===== src/rtl/spi_ram_master.sv =====
// spi_ram_master
//   Host-side SPI master for the shared-clock SPI RAM slave. Each accepted host
//   request becomes two 10-bit command frames:
//     write : {2'b00,addr} then {2'b01,wdata}
//     read  : {2'b10,addr} then {2'b11,8'h00}, followed by an 8-bit MISO capture
//   Completion is reported with a one-cycle rsp_valid pulse.
//
// Ports
//   clk        in   system clock, all logic on posedge
//   rst        in   synchronous reset, active-high
//   req_valid  in   host request present
//   req_ready  out  high only in IDLE
//   req_wr     in   1 = write, 0 = read
//   req_addr   in   RAM address
//   req_wdata  in   write data (ignored for reads)
//   rsp_valid  out  one-cycle completion pulse
//   rsp_wr     out  type of completed transaction
//   rsp_rdata  out  read data, updated only on read completion
//   busy       out  ~req_ready
//   MOSI       out  serial command, MSB first
//   SS_n       out  slave select, active-low
//   MISO       in   serial read data, MSB first
//
// State table
//   IDLE    | SS_n high, waiting for a request; also the final gap cycle of a transaction
//   LEAD    | SS_n low, MOSI shows the command MSB for LEAD_CYC cycles
//   SHIFT   | one command bit per cycle, MSB first
//   TURN    | read-data frame only: SS_n low, MOSI low, waiting for slave data
//   CAPTURE | shift MISO in, MSB first, DATA_W cycles
//   GAP     | SS_n high between frames
//
// All parameters are expected to be >= 1.
module spi_ram_master #(
    parameter int LEAD_CYC = 2,
    parameter int TURN_CYC = 2,
    parameter int GAP_CYC  = 1,
    parameter int DATA_W   = 8
) (
    input  logic              clk,
    input  logic              rst,
    input  logic              req_valid,
    output logic              req_ready,
    input  logic              req_wr,
    input  logic [DATA_W-1:0] req_addr,
    input  logic [DATA_W-1:0] req_wdata,
    output logic              rsp_valid,
    output logic              rsp_wr,
    output logic [DATA_W-1:0] rsp_rdata,
    output logic              busy,
    output logic              MOSI,
    output logic              SS_n,
    input  logic              MISO
);

    localparam int CMD_W   = DATA_W + 2;
    localparam int MAX_LEN = CMD_W + LEAD_CYC + TURN_CYC + GAP_CYC;
    localparam int CNT_W   = $clog2(MAX_LEN + 1);

    typedef enum logic [2:0] {
        IDLE,
        LEAD,
        SHIFT,
        TURN,
        CAPTURE,
        GAP
    } state_t;

    state_t              state_q, state_d;
    logic [CNT_W-1:0]    cnt_q, cnt_d;
    logic                frame_q, frame_d;
    logic                wr_q, wr_d;
    logic [DATA_W-1:0]   wdata_q, wdata_d;
    logic [CMD_W-1:0]    cmd_q, cmd_d;
    logic [DATA_W-1:0]   shift_q, shift_d;

    logic                ss_n_q, ss_n_d;
    logic                mosi_q, mosi_d;
    logic                ready_q, ready_d;
    logic                busy_q, busy_d;
    logic                rsp_valid_q, rsp_valid_d;
    logic                rsp_wr_q, rsp_wr_d;
    logic [DATA_W-1:0]   rsp_rdata_q, rsp_rdata_d;

    logic                end_frame;
    logic                finish;

    always_comb begin
        state_d     = state_q;
        cnt_d       = cnt_q;
        frame_d     = frame_q;
        wr_d        = wr_q;
        wdata_d     = wdata_q;
        cmd_d       = cmd_q;
        shift_d     = shift_q;
        rsp_valid_d = 1'b0;
        rsp_wr_d    = rsp_wr_q;
        rsp_rdata_d = rsp_rdata_q;
        end_frame   = 1'b0;
        finish      = 1'b0;

        unique case (state_q)
            IDLE: begin
                if (req_valid) begin
                    wr_d    = req_wr;
                    wdata_d = req_wdata;
                    frame_d = 1'b0;
                    cmd_d   = {~req_wr, 1'b0, req_addr};
                    state_d = LEAD;
                    cnt_d   = CNT_W'(LEAD_CYC - 1);
                end
            end
            LEAD: begin
                if (cnt_q == '0) begin
                    state_d = SHIFT;
                    cnt_d   = CNT_W'(CMD_W - 1);
                end else begin
                    cnt_d = cnt_q - 1'b1;
                end
            end
            SHIFT: begin
                if (cnt_q == '0) begin
                    if (frame_q && !wr_q) begin
                        state_d = TURN;
                        cnt_d   = CNT_W'(TURN_CYC - 1);
                    end else begin
                        end_frame = 1'b1;
                    end
                end else begin
                    cnt_d = cnt_q - 1'b1;
                    cmd_d = cmd_q << 1;
                end
            end
            TURN: begin
                if (cnt_q == '0) begin
                    state_d = CAPTURE;
                    cnt_d   = CNT_W'(DATA_W - 1);
                end else begin
                    cnt_d = cnt_q - 1'b1;
                end
            end
            CAPTURE: begin
                shift_d = {shift_q[DATA_W-2:0], MISO};
                if (cnt_q == '0) begin
                    end_frame = 1'b1;
                end else begin
                    cnt_d = cnt_q - 1'b1;
                end
            end
            GAP: begin
                if (cnt_q == '0) begin
                    if (!frame_q) begin
                        frame_d = 1'b1;
                        cmd_d   = wr_q ? {2'b01, wdata_q} : {2'b11, {DATA_W{1'b0}}};
                        state_d = LEAD;
                        cnt_d   = CNT_W'(LEAD_CYC - 1);
                    end else begin
                        finish = 1'b1;
                    end
                end else begin
                    cnt_d = cnt_q - 1'b1;
                end
            end
            default: state_d = IDLE;
        endcase

        // The IDLE cycle carrying rsp_valid already has SS_n high, so it
        // stands in for the last gap cycle after frame 2.
        if (end_frame) begin
            if (!frame_q) begin
                state_d = GAP;
                cnt_d   = CNT_W'(GAP_CYC - 1);
            end else if (GAP_CYC > 1) begin
                state_d = GAP;
                cnt_d   = CNT_W'(GAP_CYC - 2);
            end else begin
                finish = 1'b1;
            end
        end

        if (finish) begin
            state_d     = IDLE;
            rsp_valid_d = 1'b1;
            rsp_wr_d    = wr_q;
            if (!wr_q) begin
                rsp_rdata_d = shift_d;
            end
        end

        // Outputs are registered from the next state so they line up with it.
        ss_n_d  = !(state_d inside {LEAD, SHIFT, TURN, CAPTURE});
        mosi_d  = (state_d == LEAD || state_d == SHIFT) ? cmd_d[CMD_W-1] : 1'b0;
        ready_d = (state_d == IDLE);
        busy_d  = (state_d != IDLE);
    end

    always_ff @(posedge clk) begin
        if (rst) begin
            state_q     <= IDLE;
            cnt_q       <= '0;
            frame_q     <= 1'b0;
            wr_q        <= 1'b0;
            wdata_q     <= '0;
            cmd_q       <= '0;
            shift_q     <= '0;
            ss_n_q      <= 1'b1;
            mosi_q      <= 1'b0;
            ready_q     <= 1'b1;
            busy_q      <= 1'b0;
            rsp_valid_q <= 1'b0;
            rsp_wr_q    <= 1'b0;
            rsp_rdata_q <= '0;
        end else begin
            state_q     <= state_d;
            cnt_q       <= cnt_d;
            frame_q     <= frame_d;
            wr_q        <= wr_d;
            wdata_q     <= wdata_d;
            cmd_q       <= cmd_d;
            shift_q     <= shift_d;
            ss_n_q      <= ss_n_d;
            mosi_q      <= mosi_d;
            ready_q     <= ready_d;
            busy_q      <= busy_d;
            rsp_valid_q <= rsp_valid_d;
            rsp_wr_q    <= rsp_wr_d;
            rsp_rdata_q <= rsp_rdata_d;
        end
    end

    assign SS_n      = ss_n_q;
    assign MOSI      = mosi_q;
    assign req_ready = ready_q;
    assign busy      = busy_q;
    assign rsp_valid = rsp_valid_q;
    assign rsp_wr    = rsp_wr_q;
    assign rsp_rdata = rsp_rdata_q;

endmodule


===== config.mk =====
export PLATFORM = sky130hd
export DESIGN_NAME = spi_ram_master
export DESIGN_NICKNAME = d
export VERILOG_FILES = /design/src/rtl/spi_ram_master.sv
export SDC_FILE = /design/constraint.sdc
export NUM_CORES = 1
export LEC_CHECK = 0
export ABC_CLOCK_PERIOD_IN_PS = 2450
export CAP_MARGIN = 40
export CORE_MARGIN = 4
export CORE_UTILIZATION = 53
export CTS_CLUSTER_DIAMETER = 60
export CTS_CLUSTER_SIZE = 30
export DETAILED_ROUTE_END_ITERATION = 10
export PLACE_DENSITY_LB_ADDON = 0.08
export SYNTH_ARGS = -nofsm -noshare
export SYNTH_HDL_FRONTEND = slang
export SYNTH_SLANG_ARGS = --single-unit

===== constraint.sdc =====
create_clock -name clk -period 2.45 [get_ports clk]
set_input_delay 0.49 -clock clk [delete_from_list [all_inputs] [get_ports clk]]
set_output_delay 0.49 -clock clk [all_outputs]
set_load 0.05 [all_outputs]

==> qor.csv <==
metric,value,unit
worst_slew_pin_slew,0.656,ns
fp.dieW,73.4,um
r2r_slack,0.29,ns
finClkSkew,0.00475,ns
yosysTopAreaCellShare,0.432,
power.switching,1.26,mW
worstPathArrival,2.37,ns
h-tree-depth,2,
netlist_area,2270,um^2
hold_violations,0,
yosys-top-cells-area,"dfxtp_1 (43%), nor2_1 (6.0%), a21oi_1 (5.7%), nand2_1 (5.0%), mux2i_1 (4.0%)",
avgSynthCellArea,8.60,um^2
postSynth.asyncResetShare,0,
drive_above_1_share,0.100,
drt-total-wl,4890,um
worstPathRequired,2.66,ns
path_buf_inv,2,
fp.dieH,73.4,um
post-route-period-util,0.881,
start_util,0.559,
p_leak,1.00,nW
start_kind,flip-flop,
critPathMaxStageDelay,0.37,ns
grt_first_pass_wirelength,8340,um
ys_seq_elements,49,
fp.dieArea,5390,um^2
multi_input_area,1150,um^2
clkSlewWorstSetupHoldPaths,0.09,ns
post-route-min-period,2.16,ns
seq_area,981,um^2
vias_per_cell,5.55,
dp_hpwl,3470,um
share_seq_of_total_power,0.364,
ios,35,
p_int,1.77,mW
max_slew_margin,0.562,
ant_nets,0,
synth.yosys.seq_area_share,0.432,
place_congestion,0.806,
numCtsBuffers,5,
grt_pass1_vias,1822,
drtPass1Iterations,4,
grt_max_degree,23,
grt_usage,0.196,
rows,23,
cts_resized,0,
swShare,0.415,
post_cts_buffers,0,
ir_drop,592,uV
dr.first_iter.drc_count,138,
cp_slowest_cell,nor3b_4,
status,completed,
clock-sinks,49,
pwr-share-comb,0.482,
power.density,1090,nW/um^2
worstSetupEndpointType,flip-flop,
setup_viol,0,
p_total,3.03,mW
slew_violations,0,
fmax,0.463,GHz
maxCapViolations,0,
cts_tree,done,
fillers,329,
synth_nets,287,
syn2layout_area_growth,22.4,%
grt-ovfl-total,0,
clockPowerShare,0.154,
yosys_warnings,0,
num_antenna_cells,0,
ys_types,53,
cts_hold_buf,0,
tns,0,ns
cts_buffer_depth,2,
fin_util,0.685,
worst-setup-path-type,reg2reg,
netlist_instances,264,
clockRootBuffer,clkbuf_8,
grt_setup_unrepaired,false,
clk_latency,0.30,ns
worstPathMaxFanout,13,
antenna_found_initial,0,
coreArea,4060,um^2
vias,1941,
crit_family,simple AND/OR/NAND/NOR gates,
synth_edf_count,0,
nets,322,
hp-class,reg2reg,
portBuffers,34,
layout_commonest_cell,dfxtp_1,
post_drt_wl_per_cell,14.0,um
ys.flop_type,dfxtp_1,
yosysTopAreaCell,dfxtp_1,
route.detailed.drc,0,
final_cell_mix,"dfxtp_1 (49), nor2_1 (36), clkdlybuf4s50_1 (34)",
path_cells,inv_1 > ha_1 > nor3b_4 > inv_2 > or3_1 > a21oi_1 > a2111oi_2 > nor4b_2,
-- sequential cells by signal, summed over array words and instances, names as in the netlist, 3 cells and up --
name       flops
cmd_q         10
rsp_rdata      8
shift_q        8
wdata_q        8
cnt_q          4
state_q        3
-- power groups by stage --
stage	clock [mW]	combinational [mW]	sequential [mW]
floorplan	0	1.07	1.13
global placement	0	1.43	1.12
detailed placement	0	1.45	1.12
CTS	0.483	1.46	1.10
global route	0.511	1.63	1.13
finish	0.468	1.46	1.10
-- Yosys cell counts, types with 2 or more instances --
cell type,n
nor2_1,36
clkbuf_1,7
buf_2,4
buf_4,2
a22o_1,7
a21oi_1,26
inv_1,9
nor3_1,4
a211oi_1,10
dfxtp_1,49
o211ai_1,2
nand3_1,3
nand2_1,30
buf_1,2
o21ai_0,8
o22ai_1,2
nor2b_1,4
mux2i_1,9
a221oi_1,7
a22oi_1,3
nor4b_1,2
nor3b_1,2
buf_6,2
nand2b_1,3
ha_1,2
o31ai_1,2
-- logic make-up after synthesis --
group / after synthesis / share of synthesized area
buffers and inverters: 28 / 0.0590
adder cells (fa/ha/maj): 2 / 0.0110
flip-flops: 49 / 0.432
AND/OR/NAND/NOR: 96 / 0.210
AO/OA/AOI/OAI: 80 / 0.248
multiplexers: 9 / 0.0397
-- cell type report --
cell class | count | share of cell area
clock buffers | 6 | 0.0261
repair buffers | 46 | 0.164
clock inverters | 2 | 0.00540
well taps | 50 | 0.0225
flip-flops and latches | 49 | 0.353
inverters | 10 | 0.0135
multi-input cells | 187 | 0.416
-- worst register-to-register path: stages, from the launching register on --
cell and delay, ns:
dfxtp_1 0.34, inv_1 0.06, ha_1 0.22, nor3b_4 0.37
inv_2 0.21, or3_1 0.34, a21oi_1 0.18, a2111oi_2 0.09
nor4b_2 0.26
-- path summary, 6_finish.rpt --
kind              cells after the start      from        to
setup / recovery                      8  cnt_q[1]      MOSI
hold / removal                        2  cmd_q[0]  cmd_q[0]
setup reg to reg                      8  cnt_q[1]      MOSI
hold reg to reg                       2  cmd_q[0]  cmd_q[0]
-- metal layers --
layer,GRT usage,part of all wire,vias to the layer above
met4,0.0503,0.011,0
met5,0,0,-
met2,0.306,0.46,30
met3,0.0410,0.032,4
li1,-,-,1007
met1,0.276,0.50,900
-- metrics by stage --
stage                     hold slack [ns]  cell area, um^2  setup slack [ns]  instances
after CTS                           0.459             2780             0.306        350
after global routing                0.486             2780             0.153        350
after floorplan                     0.432             2270             0.538        264
after detailed placement            0.447             2690             0.201        342
final                               0.456             2780             0.292        350
after global placement              0.445             2690             0.208        342
No activity file was read; power rests on OpenSTA's default activity.
